File: config.mk
export PLATFORM = sky130hd
export DESIGN_NAME = dma_read_engine
export DESIGN_NICKNAME = d
export VERILOG_FILES = /design/src/rtl/read_pkg.sv /design/src/rtl/rd_fifo.sv /design/src/rtl/dma_read_engine.sv
export SDC_FILE = /design/constraint.sdc
export NUM_CORES = 1
export LEC_CHECK = 0
export BUFFER_PORTS_ARGS = -buffer_cell sky130_fd_sc_hd__clkbuf_2
export CORE_MARGIN = 3
export CORE_UTILIZATION = 45
export DETAILED_ROUTE_END_ITERATION = 8
export HOLD_SLACK_MARGIN = 0.06
export SYNTH_ARGS = -nofsm -noshare
export SYNTH_HDL_FRONTEND = slang
export SYNTH_SLANG_ARGS = --single-unit
export TNS_END_PERCENT = 5
File: constraint.sdc
create_clock -name clk -period 4.96 [get_ports clk]
set_clock_uncertainty 0.15 [all_clocks]
set_input_delay 0.248 -clock clk [delete_from_list [all_inputs] [get_ports clk]]
set_output_delay 0.248 -clock clk [all_outputs]
set_load 0.02 [all_outputs]
File: src/rtl/read_pkg.sv
// Shared state encoding and default buffer depth for the DMA read engine.
package read_pkg;

   localparam int RD_BUF_DEPTH_DEFAULT = 8;

   typedef logic [1:0] read_state_t;
   localparam read_state_t RD_IDLE    = 2'd0;
   localparam read_state_t RD_ASK     = 2'd1;
   localparam read_state_t RD_GRANTED = 2'd2;

endpackage

File: src/rtl/rd_fifo.sv
// Synchronous FIFO holding returned read words; DEPTH must be a power of 2.
module rd_fifo #(
   parameter int W     = 32,
   parameter int DEPTH = 8,
   localparam int AW   = $clog2(DEPTH),
   localparam int CW   = AW + 1
) (
   input  logic          clk,
   input  logic          rst_n,
   input  logic          push_i,
   input  logic [W-1:0]  data_i,
   input  logic          pop_i,
   output logic [W-1:0]  data_o,
   output logic [CW-1:0] count_o,
   output logic          full_o,
   output logic          empty_o
);

   logic [W-1:0]  mem_q [DEPTH];
   logic [AW-1:0] wr_q, rd_q;
   logic [CW-1:0] cnt_q;
   logic          do_push, do_pop;

   assign empty_o = (cnt_q == '0);
   assign full_o  = (cnt_q == CW'(DEPTH));
   assign do_pop  = pop_i && !empty_o;
   // A pop frees the slot in the same cycle, so a full FIFO still takes a push.
   assign do_push = push_i && (!full_o || do_pop);
   assign data_o  = mem_q[rd_q];
   assign count_o = cnt_q;

   always_ff @(posedge clk or negedge rst_n) begin
      if (!rst_n) begin
         wr_q  <= '0;
         rd_q  <= '0;
         cnt_q <= '0;
      end else begin
         if (do_push) wr_q <= wr_q + AW'(1);
         if (do_pop)  rd_q <= rd_q + AW'(1);
         cnt_q <= cnt_q + CW'(do_push) - CW'(do_pop);
      end
   end

   always_ff @(posedge clk) begin
      if (do_push) mem_q[wr_q] <= data_i;
   end

endmodule

File: src/rtl/dma_read_engine.sv
// Single-command DMA read engine: arbitrates for the bus, issues word reads into a
// bounded buffer and streams them out. DMA_RD_ALIGN_CHECK_EN rejects misaligned commands.
module dma_read_engine
   import read_pkg::*;
#(
   parameter int ADDR_W    = 32,
   parameter int DATA_W    = 32,
   parameter int LEN_W     = 8,
   parameter int BUF_DEPTH = RD_BUF_DEPTH_DEFAULT
) (
   input  logic              clk,
   input  logic              rst_n,
   input  logic              cmd_valid,
   output logic              cmd_ready,
   input  logic [ADDR_W-1:0] cmd_addr,
   input  logic [LEN_W-1:0]  cmd_len,
   output logic              bus_req,
   input  logic              bus_grant,
   output logic              bus_rd_en,
   output logic [ADDR_W-1:0] bus_addr,
   input  logic              bus_rvalid,
   input  logic [DATA_W-1:0] bus_rdata,
   output logic              out_valid,
   input  logic              out_ready,
   output logic [DATA_W-1:0] out_data,
   output logic              out_last,
   output logic              busy,
   output logic              done,
   output logic              err,
   output read_state_t       dbg_state
);

   localparam int STEP  = DATA_W / 8;
   localparam int CNT_W = $clog2(BUF_DEPTH) + 1;
   localparam logic [CNT_W:0] DEPTH_C = (CNT_W + 1)'(BUF_DEPTH);

   // Handshakes: cmd and out transfer on a cycle where valid and ready are both high;
   // valid never depends on ready. bus_rd_en is a one-cycle issue that is only raised
   // while bus_grant is high; bus_rvalid returns data in issue order with any latency.

   read_state_t       state_q, state_d;
   logic [ADDR_W-1:0] addr_q, addr_d;
   logic [LEN_W-1:0]  issue_left_q, issue_left_d;
   logic [LEN_W-1:0]  pop_left_q, pop_left_d;
   logic [CNT_W-1:0]  outst_q, outst_d;
   logic              done_q, done_d;
   logic [CNT_W-1:0]  fifo_count;
   logic              fifo_full, fifo_empty;
   logic [DATA_W-1:0] fifo_data;
   logic [CNT_W:0]    occupancy;
   logic              push, pop, issue, cmd_bad;

   // Reads only return for words we issued; anything else (e.g. after a reset) is dropped.
   assign push      = bus_rvalid && (outst_q != '0);
   assign pop       = !fifo_empty && out_ready;
   assign occupancy = {1'b0, fifo_count} + {1'b0, outst_q};
   assign issue     = (state_q == RD_GRANTED) && (issue_left_q != '0) && bus_grant &&
                      (occupancy < DEPTH_C);

   always_comb begin
      state_d      = state_q;
      addr_d       = addr_q;
      issue_left_d = issue_left_q;
      pop_left_d   = pop_left_q;
      done_d       = 1'b0;
      bus_req      = 1'b0;
      case (state_q)
         RD_IDLE: begin
            if (cmd_valid) begin
               addr_d       = cmd_addr;
               issue_left_d = cmd_len;
               pop_left_d   = cmd_len;
               if (!cmd_bad) begin
                  if (cmd_len == '0) done_d  = 1'b1;
                  else               state_d = RD_ASK;
               end
            end
         end
         RD_ASK: begin
            bus_req = 1'b1;
            if (bus_grant) state_d = RD_GRANTED;
         end
         RD_GRANTED: begin
            if (issue_left_q != '0) begin
               bus_req = 1'b1;
               if (!bus_grant) state_d = RD_ASK;
            end
            if (pop && (pop_left_q == LEN_W'(1))) begin
               state_d = RD_IDLE;
               done_d  = 1'b1;
            end
         end
         default: state_d = RD_IDLE;
      endcase
      if (issue) begin
         addr_d       = addr_q + ADDR_W'(STEP);
         issue_left_d = issue_left_q - LEN_W'(1);
      end
      if (pop) pop_left_d = pop_left_q - LEN_W'(1);
      outst_d = outst_q + CNT_W'(issue) - CNT_W'(push);
   end

   always_ff @(posedge clk or negedge rst_n) begin
      if (!rst_n) begin
         state_q      <= RD_IDLE;
         addr_q       <= '0;
         issue_left_q <= '0;
         pop_left_q   <= '0;
         outst_q      <= '0;
         done_q       <= 1'b0;
      end else begin
         state_q      <= state_d;
         addr_q       <= addr_d;
         issue_left_q <= issue_left_d;
         pop_left_q   <= pop_left_d;
         outst_q      <= outst_d;
         done_q       <= done_d;
      end
   end

`ifdef DMA_RD_ALIGN_CHECK_EN
   logic err_q;
   assign cmd_bad = (cmd_addr % ADDR_W'(STEP)) != '0;
   always_ff @(posedge clk or negedge rst_n) begin
      if (!rst_n) err_q <= 1'b0;
      else        err_q <= (state_q == RD_IDLE) && cmd_valid && cmd_bad;
   end
   assign err = err_q;
`else
   assign cmd_bad = 1'b0;
   assign err     = 1'b0;
`endif

   rd_fifo #(
      .W     (DATA_W),
      .DEPTH (BUF_DEPTH)
   ) u_fifo (
      .clk     (clk),
      .rst_n   (rst_n),
      .push_i  (push),
      .data_i  (bus_rdata),
      .pop_i   (pop),
      .data_o  (fifo_data),
      .count_o (fifo_count),
      .full_o  (fifo_full),
      .empty_o (fifo_empty)
   );

   assign cmd_ready = (state_q == RD_IDLE);
   assign busy      = (state_q != RD_IDLE);
   assign done      = done_q;
   assign bus_rd_en = issue;
   assign bus_addr  = addr_q;
   assign out_valid = !fifo_empty;
   // Head is the final word exactly when one word of the command is left to pop.
   assign out_last  = !fifo_empty && (pop_left_q == LEN_W'(1));
   assign out_data  = fifo_empty ? '0 : fifo_data;
   assign dbg_state = state_q;

   logic unused_full;
   assign unused_full = fifo_full;

endmodule

After elaboration in Yosys (flattened, before gate mapping)
Memories as Yosys holds them, arrays and structs flattened.
Index checks and enable logic that the tools add are counted.

operators by class
  add/sub/neg operators = 10
  multipliers = 0
  divide/modulo/power cells = 0
  $lt $le $gt $ge = 1
  equal/unequal tests = 9
  shift-type cells = 0
  mux-type cells = 23
  bitwise gates (word level) = 0
  reductions and logical operators = 25

operators with widths
  operator                                              number
  2-to-1 mux 32 bit                                     4
  adder 32 x 3 -> 32 bit (second input constant)        1
  2-to-1 mux 8 bit                                      4
  subtractor 8 x 1 -> 8 bit (second input constant)     2
  2-to-1 mux 2 bit                                      6
  nonzero test 2 bit                                    5
  logical AND 1 bit                                     9
  adder 4 x 1 -> 4 bit                                  2
  equality test 8 x 1 -> 1 bit (second input constant)  1
  zero test 8 bit                                       1
  nonzero test 8 bit                                    1
  subtractor 4 x 1 -> 4 bit                             2
  adder 3 x 1 -> 3 bit (second input constant)          2
  2-to-1 mux 1 bit                                      6
  != test 2 bit (second input constant)                 3
  one-hot mux 2 bit (3 select lines)                    1
  adder 4 x 4 -> 5 bit                                  1
  < comparator 5 x 4 -> 1 bit (second input constant)   1
  AND reduction 5 bit                                   1
  equality test 4 bit (second input constant)           1
  zero test 4 bit                                       1
  one-hot mux 1 bit (2 select lines)                    2
  AND reduction 2 bit                                   2
  nonzero test 4 bit                                    1
  7 further kinds                                       8

word-level totals
  register bits after elaboration = 65
  latch bits = 0
  bits in writable memories = 256
  bits in read-only memories = 0
  input bits = 78
  output and inout port bits = 74
  word-level logic and storage cells = 78
  memories kept = 1

memory list
  memory        words  width  rd ports  clocked after Yosys merged registers in  wr ports  RTL line       RTL
  u_fifo.mem_q  8      32     1         0                                        1         rd_fifo.sv:19  logic [W-1:0] mem_q [DEPTH];

Depth between registers and ports, before layout
  word-level depth = 8
  mapped depth = 12
  depth with buffers taken out = 11

Hierarchy
From an unflattened synthesis, not the netlist that was laid out.

unflattened totals
  cells, all modules = 872
  area total of the unflattened synthesis = 14118.5 um^2

modules (own cells, without submodules)
  module           instances  cells an instance  area an instance (um^2)  seq. area each (um^2)
  rd_fifo          1          430                10297.4                  7937.6
  dma_read_engine  1          442                3821.2                   1376.3

Worst setup path after synthesis
OpenSTA, ideal clock, no wires.

  kind = flip-flop to flip-flop
  start = register u_fifo.cnt_q[2], in the netlist u_fifo.count_o[2]
  end = memory u_fifo.mem_q[0][0] (enable)
  setup time = 0.461 ns
  data arrival time = 3.610 ns
  path slack = 0.739 ns
  cell stages (with the launch flop) = 9
  buffers on the path = 0
  period minus slack after synthesis = 4.221 ns
  cells stage by stage = dfrtp_1 -> inv_1 -> ha_1 -> nor3b_2 -> nand2b_1 -> inv_1 -> o21a_1 -> nand2b_1 -> nor3_1

between the ends
  word-level cells in the longest chain between the ends = 8
  elaborated cells on any way between the ends = 10

ends and longest elaborated chain
  what                                        RTL line                              RTL
  start: declaration                          rd_fifo.sv:21                         logic [CW-1:0] cnt_q;
  start signal: assignment                    rd_fifo.sv:40                         cnt_q <= cnt_q + CW'(do_push) - CW'(do_pop);
  zero test 4 bit                             rd_fifo.sv:24                         assign empty_o = (cnt_q == '0);
  zero test 1 bit                             rd_fifo.sv:26, dma_read_engine.sv:55
  logical AND 1 bit                           dma_read_engine.sv:55                 assign pop = !fifo_empty && out_ready;
  logical AND 1 bit                           rd_fifo.sv:26                         assign do_pop = pop_i && !empty_o;
  logical OR 1 bit (*)                        rd_fifo.sv:28                         assign do_push = push_i && (!full_o || do_pop);
  logical AND 1 bit (*)                       rd_fifo.sv:28
  net u_fifo.do_push                          rd_fifo.sv:22                         logic do_push, do_pop;
  2-to-1 mux 1 bit (*)                        rd_fifo.sv:45                         if (do_push) mem_q[wr_q] <= data_i;
  2-to-1 mux 1 bit (implied by the code) (*)  rd_fifo.sv:45
  end: declaration                            rd_fifo.sv:19

Mark *: on every way through the listed nets, which the timed path passes. The rest lies on a longest branch.

Final worst setup path
  start = register u_fifo.cnt_q[2], in the netlist u_fifo.count_o[2]
  end = memory u_fifo.mem_q[7][5] (enable)

Same word-level chain as after synthesis.

==> metrics <==
run status finished clean; min-delay worst type in -> reg; Die ar. 0.03278 mm2; Via Count 8,354; maximum vdd drop 0.3701 mV; routed wl met3 1717 um; sequence of cells on the critical path inv_1 > ha_1 > nor3b_4 > nand2b_1 > inv_1 > o21a_1 > nand2_1 > nor2_4 > buf_4; final setup margin 1.400 ns; area of the multi-input gates 0.004173 mm2; number of DRC markers in iteration 0 787; Post-synth EDFFs 256; Final Hold Fails 0; # hold bufs at CTS 74; Die Width 181.0 um; # fillers 2,430; Final Util 0.5630; crit-path most repeated cell inv_1; vias in the first global route 8,596; CP max FO 19; nets@finish 1,206; Final GP Congestion 0.8452; synth unique cells 65; RSZ-0062 raised after global routing false; leakage power 6.281 nW; Netlist Area Pre-Place 0.01379 mm2; startpoint types register; top sig layer met4; total power 10.17 mW; Final Max Tran Viols 0; CTS buffer count 35; dpl hpwl 19,570 um; Total Wirelength 30,980 um; CP required 5.00 ns; Synth Register Bits 321; Port Buffer Count 150; CTS tree built; register area 0.009320 mm2; commonest cells after routing, fill and taps aside 256 x edfxtp_1, 149 x clkbuf_2, 74 x dlygate4sd3_1; nature of the critical path endpoint register; post-cts sizing count 0; Period minus WS final 3.560 ns; Top Family by Delay on Critical Path simple AND/OR/NAND/NOR gates; vias per cell 5.511; Core Area 0.02995 mm2; Slew @ Worst Pin 1.239 ns; clock latency at the later pin of the worst-skew pair 0.51 ns; Worst Path Buf+Inv 3; Slew headroom 0.1737; Initial Util 0.4603; I/O pins 152; Synth Warn # 0; clk slew on worst S/H paths 0.06 ns; register area share after synthesis 0.6755; pre-CTS setup slack 1.370 ns; Area growth syn-to-layout 22.31%; share of layout cells above drive strength 1 0.2851; first-pass iteration count of the detailed router 8; root buf cell clkbuf_16; placed insts 1,381; H-tree levels 2; Clock Sinks 321; Fmax 0.2809 GHz; postcts setup bufs 0; Setup CP Type reg -> reg; final setup TNS 0 ns; total gr overflow 0; final non-filler cell total 1,516; Global Route Usage Sum 0.1895; P per Cell Area 602.9 mW/mm2; final period utilization 0.7178; DR DRC count 0; number of core rows 63; largest net degree at the start of global routing 48; met2 wire len 14,430 um; WP data arrival 3.60 ns; Max Cap Violations 0; initial antenna violation count 0; Routed WL per cell 20.44 um; first-pass GRT wire length 49,200 um; Most used DFF post-synth edfxtp_1; Post-synth ARST share 0.2025; final setup violation count 0; CP max stage delay 0.58 ns; number of diodes 0; Max stage delay cell, worst path nor2_4; most common cell after layout, fill and taps aside edfxtp_1; Die Y 181.0 um; Cells after Synth 860; Net Count, Synth 964; DRT antenna net count 0; met1 WL 14,360 um; synthesized area per cell 16.03 um2; clock tree buffer depth 3
cell usage after synthesis (3+ instances only):
master / count / area (um2)
xnor2_1: 5 / 43.79
a211oi_1: 12 / 90.09
buf_2: 8 / 40.04
buf_6: 7 / 78.83
or2b_1: 3 / 22.52
buf_1: 5 / 18.77
nor4_2: 3 / 37.54
o21a_1: 5 / 37.54
xor2_1: 3 / 26.28
edfxtp_1: 256 / 7687
o211ai_1: 3 / 22.52
a221o_1: 3 / 30.03
nand3_1: 27 / 135.1
a21oi_1: 33 / 165.2
nor2_1: 66 / 247.7
a21o_1: 3 / 22.52
o221a_2: 11 / 123.9
nand2b_1: 5 / 31.28
o22ai_1: 7 / 43.79
o32ai_1: 3 / 26.28
mux4_2: 64 / 1441
o21ai_0: 18 / 90.09
clkbuf_1: 17 / 63.81
inv_1: 40 / 150.1
and3_1: 11 / 68.82
a31oi_1: 4 / 25.02
mux2i_1: 33 / 330.3
nand2_1: 43 / 161.4
nand4_1: 9 / 56.30
nor4_1: 3 / 18.77
or3_1: 4 / 25.02
nor3_1: 16 / 80.08
ha_1: 24 / 300.3
dfrtp_1: 65 / 1627
area by class of cell:
type                       instances  area share
tap                              390     0.02893
clock buffer                      43     0.05431
multi-input combinational        460      0.2474
inverter                          41    0.009125
clock inverter                    18     0.01068
timing repair buffer             243     0.09689
sequential                       321      0.5526
worst paths after layout:
| path | startpoint | to | slack, ns | cells after the start |
|---|---|---|---|---|
| min reg2reg | bus_addr[0]$_DFFE_PN0P_ | bus_addr[0]$_DFFE_PN0P_ | 0.33 | 2 |
| max reg2reg | u_fifo.count_o[2]$_DFF_PN0_ | u_fifo.mem_q[7][5]$_DFFE_PP_ | 1.40 | 9 |
| min | bus_grant | dbg_state[1]$_DFFE_PN0P_ | 0.08 | 4 |
| max | u_fifo.count_o[2]$_DFF_PN0_ | u_fifo.mem_q[7][5]$_DFFE_PP_ | 1.40 | 9 |
| min in group asynchronous | rst_n | pop_left_q[2]$_DFFE_PN0P_ | 0.10 | 2 |
| max in group asynchronous | rst_n | u_fifo.rd_q[0]$_DFFE_PN0P_ | 3.52 | 3 |
metal layers:
layer	track usage	vias up
met3	0.02899	39
met1	0.2803	4189
li1	-	3862
met5	0	-
met4	0.04174	0
met2	0.3025	264
per-stage QoR:
stage                     hold WS, ns  area [um2]
final                         0.08143       16860
after global routing          0.08368       16860
after CTS                     0.06143       16860
after detailed placement      0.08776       15030
after global placement        0.08921       15030
after floorplan               -0.1976       13790
cells by family after synthesis:
logic type / after synthesis / synth area share
xor+xnor: 8 / 0.005082
flops: 321 / 0.6755
buf+inv: 79 / 0.02632
fa+ha+maj: 26 / 0.02468
simple gates: 205 / 0.07523
compound gates: 121 / 0.06280
other cells: 1 / 0.0002720
mux: 99 / 0.1301
flip-flops by register name, indices dropped and copies added (netlist names):
register and count:
u_fifo.mem_q 256, u_fifo.rd_q 3, done 1, bus_addr 32, pop_left_q 8, issue_left_q 8
dbg_state 2, u_fifo.count_o 4, u_fifo.wr_q 3, outst_q 4
power breakdown:
| part | switching [mW] | total, mW | internal [mW] | leakage, nW |
|---|---|---|---|---|
| logic | 2.09 | 3.64 | 1.54 | 2.67 |
| clock network | 1.01 | 2.49 | 1.48 | 0.530 |
| registers | 0.536 | 4.04 | 3.51 | 3.08 |
worst min-delay path, cell delays in order:
cell      delay (ns)
clkbuf_2        0.12
or2b_1          0.12
a21oi_1         0.08
mux2i_1         0.12
Note: power is estimated with default switching activity, not from simulation.
